File: src/rtl/mem_port_arbiter.sv
// mem_port_arbiter
// Sequences the single data-memory port shared by the load path and the
// store-commit path. One access is outstanding at a time. Loads win by
// default, a store to the same word as a waiting load goes first, and when
// MEM_ARB_STARVE_EN is defined a waiting store is forced through after
// STARVE_MAX consecutive load grants.
module mem_port_arbiter #(
    parameter int ADDR_W     = 32,
    parameter int TAG_W      = 6,
    parameter int MEM_LAT    = 2,
    parameter int STARVE_MAX = 4
) (
    input  logic              clk,
    input  logic              rst_n,
    input  logic              ld_req_valid,
    output logic              ld_req_ready,
    input  logic [ADDR_W-1:0] ld_req_addr,
    input  logic              ld_req_byte,
    input  logic [TAG_W-1:0]  ld_req_tag,
    input  logic              st_req_valid,
    output logic              st_req_ready,
    input  logic [ADDR_W-1:0] st_req_addr,
    input  logic [31:0]       st_req_data,
    input  logic              st_req_byte,
    output logic              ld_resp_valid,
    output logic [TAG_W-1:0]  ld_resp_tag,
    output logic [31:0]       ld_resp_data,
    output logic              mem_en,
    output logic              mem_we,
    output logic [ADDR_W-1:0] mem_addr,
    output logic [31:0]       mem_wdata,
    output logic [3:0]        mem_wmask,
    input  logic [31:0]       mem_rdata
);
    localparam logic [1:0] IDLE  = 2'd0;
    localparam logic [1:0] ISSUE = 2'd1;
    localparam logic [1:0] LWAIT = 2'd2;
    localparam logic [1:0] RESP  = 2'd3;
    localparam int CNT_W = $clog2(MEM_LAT + 1);

    logic [1:0]       state_reg;
    logic [CNT_W-1:0] lat_cnt_reg;
    logic             is_load_reg;
    logic             byte_reg;
    logic [1:0]       lane_reg;
    logic [TAG_W-1:0] tag_reg;

    logic        same_word;
    logic        starve_hit;
    logic        grant_st;
    logic        grant_ld;
    logic        ld_hs;
    logic        st_hs;
    logic [7:0]  rd_byte;
    logic [31:0] rd_fmt;

    assign same_word = (ld_req_addr[ADDR_W-1:2] == st_req_addr[ADDR_W-1:2]);

`ifdef MEM_ARB_STARVE_EN
    localparam int SC_W = (STARVE_MAX > 0) ? $clog2(STARVE_MAX + 1) : 1;
    logic [SC_W-1:0] starve_cnt_reg;

    assign starve_hit = (starve_cnt_reg == SC_W'(STARVE_MAX));

    // Count load grants taken while a store is waiting; a store grant clears it.
    always_ff @(posedge clk or negedge rst_n) begin
        if (!rst_n) begin
            starve_cnt_reg <= '0;
        end else if (st_hs) begin
            starve_cnt_reg <= '0;
        end else if (ld_hs && st_req_valid && !starve_hit) begin
            starve_cnt_reg <= starve_cnt_reg + 1'b1;
        end
    end
`else
    // No starvation counter in this build: strict load priority apart from
    // the same-word rule. The compare is constant false for any legal STARVE_MAX.
    assign starve_hit = (STARVE_MAX < 0);
`endif

    // Grant decision: same-word conflict or starvation favours the store.
    always_comb begin
        grant_st = st_req_valid && (!ld_req_valid || same_word || starve_hit);
        grant_ld = ld_req_valid && !grant_st;
    end

    // Readies only in IDLE, and held low while reset is asserted.
    assign ld_req_ready = rst_n && (state_reg == IDLE) && grant_ld;
    assign st_req_ready = rst_n && (state_reg == IDLE) && grant_st;
    assign ld_hs        = ld_req_valid && ld_req_ready;
    assign st_hs        = st_req_valid && st_req_ready;

    // Load result formatting: pick the addressed lane and sign-extend for LB.
    always_comb begin
        rd_byte = mem_rdata[7:0];
        case (lane_reg)
            2'd1:    rd_byte = mem_rdata[15:8];
            2'd2:    rd_byte = mem_rdata[23:16];
            2'd3:    rd_byte = mem_rdata[31:24];
            default: rd_byte = mem_rdata[7:0];
        endcase
        rd_fmt = byte_reg ? {{24{rd_byte[7]}}, rd_byte} : mem_rdata;
    end

    // Access sequencer: capture request, drive one memory cycle, wait, respond.
    always_ff @(posedge clk or negedge rst_n) begin
        if (!rst_n) begin
            state_reg     <= IDLE;
            lat_cnt_reg   <= '0;
            is_load_reg   <= 1'b0;
            byte_reg      <= 1'b0;
            lane_reg      <= 2'd0;
            tag_reg       <= '0;
            ld_resp_valid <= 1'b0;
            ld_resp_tag   <= '0;
            ld_resp_data  <= '0;
            mem_en        <= 1'b0;
            mem_we        <= 1'b0;
            mem_addr      <= '0;
            mem_wdata     <= '0;
            mem_wmask     <= 4'b0000;
        end else begin
            // Response fields are a single-cycle pulse, zero otherwise.
            ld_resp_valid <= 1'b0;
            ld_resp_tag   <= '0;
            ld_resp_data  <= '0;
            case (state_reg)
                IDLE: begin
                    if (ld_hs) begin
                        state_reg   <= ISSUE;
                        is_load_reg <= 1'b1;
                        byte_reg    <= ld_req_byte;
                        lane_reg    <= ld_req_addr[1:0];
                        tag_reg     <= ld_req_tag;
                        mem_en      <= 1'b1;
                        mem_we      <= 1'b0;
                        mem_addr    <= {ld_req_addr[ADDR_W-1:2], 2'b00};
                        mem_wdata   <= '0;
                        mem_wmask   <= 4'b0000;
                    end else if (st_hs) begin
                        state_reg   <= ISSUE;
                        is_load_reg <= 1'b0;
                        mem_en      <= 1'b1;
                        mem_we      <= 1'b1;
                        mem_addr    <= {st_req_addr[ADDR_W-1:2], 2'b00};
                        mem_wdata   <= st_req_byte ? {4{st_req_data[7:0]}} : st_req_data;
                        mem_wmask   <= st_req_byte ? (4'b0001 << st_req_addr[1:0]) : 4'b1111;
                    end
                end
                ISSUE: begin
                    mem_en      <= 1'b0;
                    mem_we      <= 1'b0;
                    mem_addr    <= '0;
                    mem_wdata   <= '0;
                    mem_wmask   <= 4'b0000;
                    lat_cnt_reg <= CNT_W'(MEM_LAT - 1);
                    state_reg   <= is_load_reg ? LWAIT : IDLE;
                end
                LWAIT: begin
                    if (lat_cnt_reg == '0) begin
                        state_reg     <= RESP;
                        ld_resp_valid <= 1'b1;
                        ld_resp_tag   <= tag_reg;
                        ld_resp_data  <= rd_fmt;
                    end else begin
                        lat_cnt_reg <= lat_cnt_reg - 1'b1;
                    end
                end
                default: begin
                    state_reg <= IDLE;
                end
            endcase
        end
    end
endmodule

File: config.mk
export PLATFORM = sky130hd
export DESIGN_NAME = mem_port_arbiter
export DESIGN_NICKNAME = d
export VERILOG_FILES = /design/src/rtl/mem_port_arbiter.sv
export SDC_FILE = /design/constraint.sdc
export NUM_CORES = 1
export LEC_CHECK = 0
export ABC_AREA = 0
export CAP_MARGIN = 20
export CORE_MARGIN = 4
export CORE_UTILIZATION = 39
export CTS_BUF_LIST = sky130_fd_sc_hd__clkbuf_16
export DETAILED_ROUTE_END_ITERATION = 8
export GPL_TIMING_DRIVEN = 0
export HOLD_SLACK_MARGIN = 0.03
export PLACE_DENSITY = 0.78
export SLEW_MARGIN = 20
export SYNTH_ARGS = -nofsm -noshare
export SYNTH_HDL_FRONTEND = slang
export SYNTH_SLANG_ARGS = --single-unit
File: constraint.sdc
create_clock -name clk -period 1.85 [get_ports clk]
set_input_delay 0.37 -clock clk [delete_from_list [all_inputs] [get_ports clk]]
set_output_delay 0.37 -clock clk [all_outputs]
set_load 0.005 [all_outputs]
==> flow_summary.json <==
{
  "crit_slowest_cell": "nor4_4",
  "setup_viol": 13,
  "syn_to_final_growth_pct": 71.2,
  "io_pins": 251,
  "max_slew_margin": 0.495,
  "fin_crit_sh": 1.17,
  "via_per_inst": 5.66,
  "grt_pass1_wl_mm": 32.4,
  "synth_cells": 571,
  "portBuffers": 247,
  "synth_top_family_by_area": "compound AO/OA/AOI/OAI gates",
  "worstMarginPinSlew_ns": 0.754,
  "cp-startpoint": "st_req_addr[21]",
  "die_x_um": 131,
  "fin_setup_tns_ns": -0.695,
  "syn_avg_cell_area_um2": 10.3,
  "core_area_mm2": 0.0146,
  "cp_cell_sequence": "buf_4, xnor2_2, nand4_1, nor4_4, buf_4, buf_6, a21boi_4, buf_6, nor2_4, buf_2",
  "rows": 44,
  "cts_tree": "built",
  "post-route-util": 0.687,
  "synth_xor_area_frac": 0.0447,
  "synth-simple-area-share": 0.146,
  "ys_seq_elements": 121,
  "ant_nets": 0,
  "drv_cap": 0,
  "drtIter0Drc": 585,
  "nets": 1020,
  "reg_top3": "ld_resp_data: 32 flops, mem_wdata: 32 flops, mem_addr: 30 flops",
  "dieArea_mm2": 0.0171,
  "clock_sinks": 121,
  "fin_ws_ns": -0.316,
  "synth-edff-count": 0,
  "yosys-mux-area-fraction": 0.0739,
  "gr-total-overflow": 0,
  "ir_drop_mv": 0.912,
  "fillers": 1090,
  "initial_core_util": 0.401,
  "final_common_cell": "clkdlybuf4s50_1",
  "cts_root_buf": "clkbuf_16",
  "holdCritPathClass": "in -> async",
  "synth-async-reset-ratio": 1.00,
  "cts_buffers": 17,
  "synth_compound_gate_area_share": 0.178,
  "slew_viol_final": 0,
  "final_cells": 1078,
  "ys_types": 36,
  "r2r_start": "state_reg[1]$_DFFE_PN0P_",
  "grt_pass1_vias": 6072,
  "cp-start-kind": "input port",
  "end_kind": "primary output",
  "grt_antenna_before_repair": 3,
  "fin_area_mm2": 0.0101,
  "grt_max_degree": 32,
  "hold_viol": 0,
  "vias": 6102,
  "cp_max_fo": 3,
  "first_pass_iters": 8,
  "fp.dieH_um": 131,
  "fin_skew_ns": 0.00702,
  "min_period_ns": 2.17,
  "p_total_mw": 11.8,
  "ys.flop_type": "dfrtp_1",
  "grt_setup_unrepaired": "true",
  "outcome": "complete, but fails checks",
  "clkLatencyLatePin_ns": 0.41,
  "placed_area_mm2": 0.00865,
  "clkTransAtPathRegs_ns": 0.05,
  "cp.required_ns": 1.48,
  "path_class": "in -> out",
  "final_cell_mix": "clkdlybuf4s50_1 (182), dfrtp_1 (120), nand2_1 (64)",
  "violations": "setup timing",
  "track_usage": 0.247,
  "yosysSeqAreaShare": 0.515,
  "dpl.hpwl_mm": 14.6,
  "r2r_end": "mem_addr[14]$_DFFE_PN0P_",
  "clk_path_buf_depth": 2,
  "max_freq_ghz": 0.462,
  "drive_gt1_frac": 0.254,
  "reg2reg_depth": 9,
  "remaining_drc_errors": 0,
  "p_leak_nw": 4.41,
  "synthAdderAreaFrac": 0.00213,
  "cts_htree_levels": 4,
  "critPathMaxStageDelay_ns": 0.29,
  "cp.arrival_ns": 1.80,
  "r2r_setup_slack_ns": 0.08,
  "wl_mm": 22.0,
  "p_per_area_mw_per_mm2": 1170,
  "syn_area_mm2": 0.00588,
  "post_drt_wl_per_cell_um": 20.4,
  "gp_congestion": 0.875,
  "yosys_warnings": 0,
  "place_inst": 1004
}
==> kinds of logic after synthesis <==
family,Yosys count
other,1
buffers and inverters,57
xor gates and xnor gates,30
adders and majority gates,1
and+or+nand+nor,184
DFF,121
muxes,41
AOI/OAI and AO/OA,136
==> power by group <==
part,leakage (nW),switching [mW],internal [mW]
combinational,2.51,2.05,2.45
sequential,1.60,0.376,3.39
clock,0.305,1.24,2.26
total,4.41,3.67,8.10
==> Yosys cell counts, types with 2 or more instances <==
| library cell | instances | area [um^2] |
|---|---|---|
| nor3_1 | 2 | 10.0 |
| nand4_1 | 37 | 231 |
| buf_2 | 10 | 50.1 |
| a222oi_1 | 30 | 300 |
| nand2b_1 | 2 | 12.5 |
| a21oi_1 | 13 | 65.1 |
| xnor2_1 | 30 | 263 |
| dfrtp_1 | 121 | 3030 |
| o31ai_1 | 24 | 180 |
| o21ai_0 | 21 | 105 |
| a32o_1 | 11 | 110 |
| mux2_2 | 9 | 101 |
| and2_1 | 8 | 50.1 |
| o211ai_1 | 30 | 225 |
| clkbuf_1 | 37 | 139 |
| buf_4 | 2 | 15.0 |
| nor4_4 | 2 | 42.5 |
| buf_1 | 2 | 7.51 |
| nor2_1 | 60 | 225 |
| inv_1 | 6 | 22.5 |
| nand3_1 | 2 | 10.0 |
| mux2i_1 | 31 | 310 |
| nand2_1 | 68 | 255 |
==> critical path: cells and delay by family <==
family	cells	cell delay, ns
buffers and inverters	5	0.65
and+or+nand+nor	3	0.55
AOI/OAI and AO/OA	1	0.06
xor gates and xnor gates	1	0.16
==> stage by stage <==
stage | setup slack (ns) | hold slack (ns)
final | -0.316 | 0.0926
after global routing | -0.411 | 0.0814
after CTS | -0.238 | 0.0757
after detailed placement | -1.54 | 0.384
after global placement | -5.45 | 0.459
after floorplan | 0.00213 | 0.0744
==> layer usage <==
layer | global-route usage | part of all wire
met1 | 0.318 | 0.40
met3 | 0.0728 | 0.093
met2 | 0.391 | 0.48
met5 | 0 | 0.00032
met4 | 0.102 | 0.036
==> worst max path at each step <==
stage	endpoint	cells past startpoint	slack, ns
2_1_floorplan	st_req_ready	6	0.002
3_3_place_gp	mem_wmask[1]$_DFFE_PN0P_	7	-5.45
3_5_place_dp	st_req_ready	7	-1.54
4_1_cts	st_req_ready	9	-0.24
5_1_grt	st_req_ready	10	-0.41
6_report	st_req_ready	10	-0.32
==> layout make-up <==
cell class | count | area [um^2] | area share
clock inverter | 15 | 201 | 0.0200
inverter | 6 | 26.3 | 0.00261
multi-input combinational | 394 | 2950 | 0.294
timing repair buffer | 290 | 2860 | 0.284
clock buffer | 17 | 425 | 0.0423
sequential | 121 | 3030 | 0.301
buffer | 49 | 330 | 0.0328
tap | 184 | 230 | 0.0229
antenna | 2 | 5.00 | 0.000498
==> timing repair <==
item / 4_1_cts / 5_1_grt
gates cloned: 3 / 2
buffers inserted: 24 / 9
pin swaps: 44 / 29
hold endpoints to repair: 75 / 0
hold buffers: 8 / 0
endpoints found under the setup margin: 101 / 100
resized for setup: 289 / 133
No activity file was read; power rests on OpenSTA's default activity.
